**src/rtl/code_lock_ctrl.sv**
```systemverilog
// Four-digit code lock: buttons A (digit 0) and B (digit 1) shift digits into num;
// after four digits the entry is checked, opening the lock or counting toward a lockout.
module code_lock_ctrl #(
  parameter logic [3:0] CODE        = 4'b1011,
  parameter int         OPEN_CYCLES = 8,
  parameter int         LOCK_CYCLES = 16,
  parameter int         MAX_FAIL    = 3
) (
  input  logic       clk,
  input  logic       rst,
  input  logic       A,
  input  logic       B,
  output logic       out,
  output logic [3:0] num,
  output logic [2:0] cnt,
  output logic       locked,
  output logic [1:0] fail_cnt,
  output logic [2:0] fsm_state
);

  localparam logic [2:0] IDLE    = 3'd0;
  localparam logic [2:0] ENTRY   = 3'd1;
  localparam logic [2:0] CHECK   = 3'd2;
  localparam logic [2:0] OPEN    = 3'd3;
  localparam logic [2:0] LOCKOUT = 3'd4;

  localparam logic [7:0] OPEN_LOAD = 8'(OPEN_CYCLES - 1);
  localparam logic [7:0] LOCK_LOAD = 8'(LOCK_CYCLES - 1);
  localparam logic [2:0] MAX_WIDE  = 3'(MAX_FAIL);
  localparam logic [1:0] MAX_SAT   = 2'(MAX_FAIL);

  logic [2:0] state;
  logic [7:0] timer;
  logic       a_q;
  logic       b_q;
  logic       press_a;
  logic       press_b;
  logic       valid_press;
  logic [3:0] num_shift;
  logic [2:0] fail_next;

  assign press_a     = A & ~a_q;
  assign press_b     = B & ~b_q;
  // Simultaneous rising edges are ambiguous and therefore dropped.
  assign valid_press = press_a ^ press_b;
  assign num_shift   = {num[2:0], press_b};
  assign fail_next   = {1'b0, fail_cnt} + 3'd1;

  assign out       = (state == OPEN);
  assign locked    = (state == LOCKOUT);
  assign fsm_state = state;

  always_ff @(posedge clk) begin
    // Edge detectors track the buttons even in reset, so a held button is not a press.
    a_q <= A;
    b_q <= B;
    if (rst) begin
      state    <= IDLE;
      num      <= 4'd0;
      cnt      <= 3'd0;
      fail_cnt <= 2'd0;
      timer    <= 8'd0;
    end else begin
      case (state)
        IDLE: begin
          if (valid_press) begin
            num   <= num_shift;
            cnt   <= 3'd1;
            state <= ENTRY;
          end
        end
        ENTRY: begin
          if (valid_press) begin
            num <= num_shift;
            cnt <= cnt + 3'd1;
            if (cnt == 3'd3) begin
              state <= CHECK;
            end
          end
        end
        CHECK: begin
          if (num == CODE) begin
            state    <= OPEN;
            fail_cnt <= 2'd0;
            timer    <= OPEN_LOAD;
          end else if (fail_next < MAX_WIDE) begin
            state    <= IDLE;
            fail_cnt <= fail_next[1:0];
            cnt      <= 3'd0;
          end else begin
            state    <= LOCKOUT;
            fail_cnt <= MAX_SAT;
            timer    <= LOCK_LOAD;
          end
        end
        OPEN: begin
          if (timer == 8'd0) begin
            state <= IDLE;
            cnt   <= 3'd0;
          end else begin
            timer <= timer - 8'd1;
          end
        end
        LOCKOUT: begin
          if (timer == 8'd0) begin
            state    <= IDLE;
            cnt      <= 3'd0;
            fail_cnt <= 2'd0;
          end else begin
            timer <= timer - 8'd1;
          end
        end
        default: begin
          state <= IDLE;
          cnt   <= 3'd0;
        end
      endcase
    end
  end

endmodule

```
**config.mk**
```make
export PLATFORM = sky130hd
export DESIGN_NAME = code_lock_ctrl
export DESIGN_NICKNAME = d
export VERILOG_FILES = /design/src/rtl/code_lock_ctrl.sv
export SDC_FILE = /design/constraint.sdc
export NUM_CORES = 1
export LEC_CHECK = 0
export CAP_MARGIN = 20
export CORE_UTILIZATION = 56
export DETAILED_ROUTE_END_ITERATION = 6
export PLACE_DENSITY = 0.94
export SETUP_SLACK_MARGIN = 0.15
export SLEW_MARGIN = 20
export SYNTH_ARGS = -nofsm -noshare
export SYNTH_HDL_FRONTEND = slang
export SYNTH_SLANG_ARGS = --single-unit
```
**constraint.sdc**
```tcl
create_clock -name clk -period 3.09 [get_ports clk]
set_input_delay 0.618 -clock clk [delete_from_list [all_inputs] [get_ports clk]]
set_output_delay 0.618 -clock clk [all_outputs]
set_load 0.005 [all_outputs]
```
Word level (Yosys, flattened, before mapping)
Index checks and enable logic that the tools add are counted.
{"block": "word_totals", "out_inout_bits": 14, "ff_bits": 22}
{"block": "op_classes", "bitwise_logic": 5, "reduce_logical": 11, "add_sub_neg": 3, "magnitude_cmp": 1, "muxes": 19, "eq_ne": 15}
{"cell": "3-bit 2-to-1 mux", "n": 9}
{"cell": "8-bit 2-to-1 mux", "n": 3}
{"cell": "3-bit case mux with 4 select lines", "n": 2}
{"cell": "8-bit case mux with 2 select lines", "n": 1}
{"cell": "2-bit != test (second input constant)", "n": 6}
{"cell": "3-bit by 2-bit == test with 1-bit output (second input constant)", "n": 3}
{"cell": "8-bit logical NOT", "n": 1}
{"cell": "8-bit by 1-bit subtractor with 8-bit output (second input constant)", "n": 1}
{"cell": "2-bit 2-to-1 mux", "n": 3}
{"cell": "5-bit AND reduction", "n": 1}
{"cell": "4-bit == test (second input constant)", "n": 1}
{"cell": "2-bit by 1-bit != test with 1-bit output (second input constant)", "n": 2}
{"cell": "2-bit case mux with 2 select lines", "n": 1}
{"cell": "2-bit AND reduction", "n": 2}
{"cell": "4-bit AND reduction", "n": 1}
{"cell": "2-bit nonzero test", "n": 2}
{"cell": "2-bit OR reduction", "n": 2}
{"cell": "2-bit by 1-bit adder with 3-bit output (second input constant)", "n": 1}
{"cell": "3-bit by 1-bit adder with 3-bit output (second input constant)", "n": 1}
{"cell": "3-bit by 1-bit == test with 1-bit output (second input constant)", "n": 1}
{"cell": "3-bit == test (second input constant)", "n": 1}
{"cell": "3-bit logical NOT", "n": 1}
{"cell": "3-bit by 2-bit < comparator with 1-bit output (second input constant)", "n": 1}
{"cell": "3-bit != test (second input constant)", "n": 1}
{"cell": "other kinds (4)", "n": 6}

Logic depth before layout (Yosys ltp)
{"block": "logic_depth", "word_depth": 5, "mapped_depth": 8, "ltp_nobuf": 7}

Worst setup path before layout
Ideal clock, no wire load.
{"block": "synth_path", "kind": "input to register", "start": "input A", "end": "register state[0] (netlist: fsm_state[0])", "setup_ps": 72, "t_arrival_ps": 1623, "path_stages": 5, "setup_slack_ps": 1395, "n_path_buf": 0, "path_cell_list": "nor2b_1 > xnor2_1 > o21ai_0 > a21oi_1 > mux2i_1"}
{"block": "synth_via", "elab_chain_cells": 4, "elab_cells_between_ends": 5, "cone_classes": "eq/ne (2); bitwise (2); reduce/logical (1)"}
{"item": "from (decl)", "line_no": "11", "rtl": "input logic A,"}
{"item": "1-bit bitwise AND *", "line_no": "42", "rtl": "assign press_a = A & ~a_q;"}
{"item": "1-bit bitwise XOR *", "line_no": "45", "rtl": "assign valid_press = press_a ^ press_b;"}
{"item": "2-bit != test (no line)"}
{"item": "4-bit AND reduction (no line) *"}
{"item": "to (signal assigned)", "line_no": "58", "rtl": "state <= IDLE;"}
{"item": "to (signal assigned)", "line_no": "69", "rtl": "state <= ENTRY;"}
{"item": "to (signal assigned)", "line_no": "77", "rtl": "state <= CHECK;"}
{"item": "to (decl)", "line_no": "32", "rtl": "logic [2:0] state;"}
Every way passes the cells marked *; elsewhere a longest branch is shown, timed or not.
A chain may end at the register's enable or synchronous reset.

Worst setup path in the final report
{"block": "layout_path", "start": "register state[2] (netlist: fsm_state[2])", "end": "output locked"}
{"block": "layout_via", "elab_chain_cells": 1}
{"item": "3-bit == test", "line_no": "50", "rtl": "assign locked = (state == LOCKOUT);"}
{"item": "to (decl)", "line_no": "16", "rtl": "output logic locked,"}
No other way between the ends.

==> results.toml <==
[worst_setup_path]
worst_setup_path_start_kind = "flip-flop"
r2r-end = "fsm_state[1]$_SDFFE_PP0P_"
rr_worst_depth = 5
worstPathArrival_ns = 1.79
worstPathMaxFanout = 10
path_class = "flip-flop to output pin"
end_kind = "output pin"
worstPathRequired_ns = 2.47
r2r_start = "fsm_state[2]$_SDFFE_PP0P_"
r2r_slack_ns = 1.07

[worst_hold_path]
min_to = "num[3]$_SDFFE_PP0P_"
hold_depth = 2
hp-class = "flip-flop to flip-flop"
hp-start = "num[3]$_SDFFE_PP0P_"

[detailed_routing]
via_per_inst = 5.94
first_pass_iters = 4
vias = 1010
post_drt_wl_per_cell_um = 14.9
postRouteAntennaNets = 0
remaining_drc_errors = 0
drtIter0Drc = 46
wirelength_mm = 2.54

[timing]
fin_crit_sh_pct = 78.0
timing.slew.headroom_pct = 55.7
setup_viol = 0
hold_ws_ns = 0.493
hold_violations = 0
rsz0062_at_grt = "no"
max_freq_mhz = 415
tns_ns = 0
drv_slew = 0
clock_skew_ns = 0.0111
tightest_slew_ns = 0.663
fin_crit_ns = 2.41

[clocking]
path_clk_slew_ns = 0.11
cts_setup_buffers = 0
h-tree-depth = 1
cts_resized = 0
cts_buffers = 3
clock_tree.buffer_depth = 2
clock-sinks = 22
clock_latency_ns = 0.31
cts_hold_buf = 0
cts_root_buffer = "clkbuf_4"
cts_tree = "done"

[synthesis]
ys.warnings.count = 0
ys_seq_area_share_pct = 37.9
ys_ff_latch = 22
syn_nets = 134
yosysUniqueCellTypes = 51
avgSynthCellArea_um2 = 9.23
syn_inst = 126
syn_area_um2 = 1160

[grt]
grt-busiest-layer = "met2"
grtUsageTotal_pct = 25.4
grt_pass1_vias = 964
met1_usage_pct = 29.6
grt_pass1_wl_mm = 4.06
grt_util_met2_pct = 43.8
use_met3_pct = 4.15
grt_max_degree = 19
antenna_found_initial = 0
grt_overflow_total = 0

[die]
row_count = 16
die_w_um = 47.6
die_h_um = 47.6
initial_utilization_pct = 59.2
ios = 18
core_area_um2 = 1960
dieArea_um2 = 2260

[finish]
antenna_cells = 0
synthToLayoutAreaGrowth_pct = 18.3
drive_above_1_share_pct = 11.2
nets = 152
layout_common_cells = "22 x dfxtp_1, 19 x nor2_1, 17 x clkdlybuf4s50_1, 8 x nand2_1"
final_common_cell = "dfxtp_1"
instances_no_fill = 170

[placement]
place_inst = 166
routabilityCongestion = 0.803
portBuffers = 17
post-dp-hpwl_mm = 1.90

[pwr]
irDropWorstVdd_uv = 261
internal-power_uw = 400
p_switching_uw = 138
seq_power_share_pct = 57.5
swShare_pct = 25.7
power.leakage_uw = 0.000491
power_density_nw_per_um2 = 392
power_uw = 539
p_comb_share_pct = 12.7
clock_power_share_pct = 29.8

[job]
maxCapViolCount = 0

[run_status]
status = "finished clean"
[critical path: stages (launching register included)]
cell and delay [ns]:
dfxtp_1 0.53, nor3b_4 0.39, clkdlybuf4s50_1 0.57
[cell families (layout without fill, tap and decap cells)]
family / after synthesis / after routing / share of synthesized area (%)
compound gates: 32 / 32 / 22.5
xor+xnor: 5 / 5 / 3.77
fa+ha+maj: 4 / 4 / 4.31
buf+inv: 10 / 27 / 4.31
flops: 22 / 22 / 37.9
mux: 3 / 3 / 2.69
simple gates: 50 / 50 / 24.5
[area by class of cell]
type	count	area (um2)
flip-flops and latches	22	440
repair buffers	17	170
fillers	170	587
clock buffers	4	36.3
well taps	27	33.8
inverters	6	22.5
multi-input cells	94	672
[power by group through the flow]
stage	Clock [uW]	Combinational (uW)	Sequential (uW)
floorplan	0	39.6	312
global placement	0	63.2	314
detailed placement	0	68.2	315
CTS	164	68.2	309
global route	174	74.7	311
finish	161	68.6	309
[stage by stage]
stage	setup slack [ns]	instance area [um2]	util, %
6_report	0.679	1380	70.1
5_1_grt	0.586	1380	70.1
4_1_cts	0.663	1380	70.1
3_5_place_dp	0.688	1340	68.2
3_3_place_gp	0.865	1340	68.2
2_1_floorplan	1.39	1160	-
[cell usage after synthesis, drive strengths merged]
library cell | n | area [um2]
nor2 | 19 | 71.3
a211o | 1 | 8.76
nand4b | 1 | 8.76
or3b | 1 | 8.76
nand2b | 2 | 12.5
xnor2 | 2 | 17.5
o2111ai | 1 | 15.0
clkbuf | 1 | 3.75
ha | 4 | 50.1
inv | 6 | 22.5
or2 | 1 | 6.26
and4b | 1 | 10.0
and3b | 1 | 12.5
a21oi | 7 | 38.8
a2111o | 1 | 11.3
o22ai | 1 | 6.26
nor3 | 3 | 15.0
o21a | 1 | 7.51
o211ai | 2 | 20.0
or3 | 1 | 6.26
buf | 3 | 23.8
a311oi | 1 | 8.76
a2bb2oi | 1 | 15.0
a211oi | 4 | 35.0
o21ai | 4 | 23.8
nor2b | 2 | 12.5
or4 | 1 | 7.51
nor4b | 1 | 15.0
nand2 | 8 | 30.0
a22oi | 1 | 7.51
xor2 | 3 | 26.3
a32oi | 1 | 8.76
o41ai | 3 | 26.3
or2b | 1 | 7.51
dfxtp | 22 | 440
nor3b | 2 | 31.3
o2bb2ai | 1 | 15.0
nand3 | 3 | 15.0
nand3b | 2 | 15.0
o21bai | 1 | 7.51
mux2 | 1 | 11.3
mux2i | 2 | 20.0
a31oi | 1 | 6.26
[flip-flops by register name, indices dropped and copies added, names as in the netlist]
signal and cells:
a_q 1, b_q 1, cnt 3, fail_cnt 2, fsm_state 3, num 4, timer 8
[per-layer routing]
layer  vias up  share of wire [%]  wire, um
met3        10                5.4       136
met4         0                3.0        76
met2        42                 51      1290
met1       464                 41      1040
met5         -                  0         0
li1        494                  -         -
[worst max-delay path by stage]
| stage | from | endpoint | depth (start not counted) |
|---|---|---|---|
| after floorplan | A | fsm_state[0]$_SDFFE_PP0P_ | 5 |
| after global placement | B | fsm_state[0]$_SDFFE_PP0P_ | 6 |
| after detailed placement | B | fsm_state[0]$_SDFFE_PP0P_ | 6 |
| after CTS | fsm_state[2]$_SDFFE_PP0P_ | locked | 2 |
| after global routing | fsm_state[2]$_SDFFE_PP0P_ | locked | 2 |
| final | fsm_state[2]$_SDFFE_PP0P_ | locked | 2 |
No activity file was read; power rests on OpenSTA's default activity.
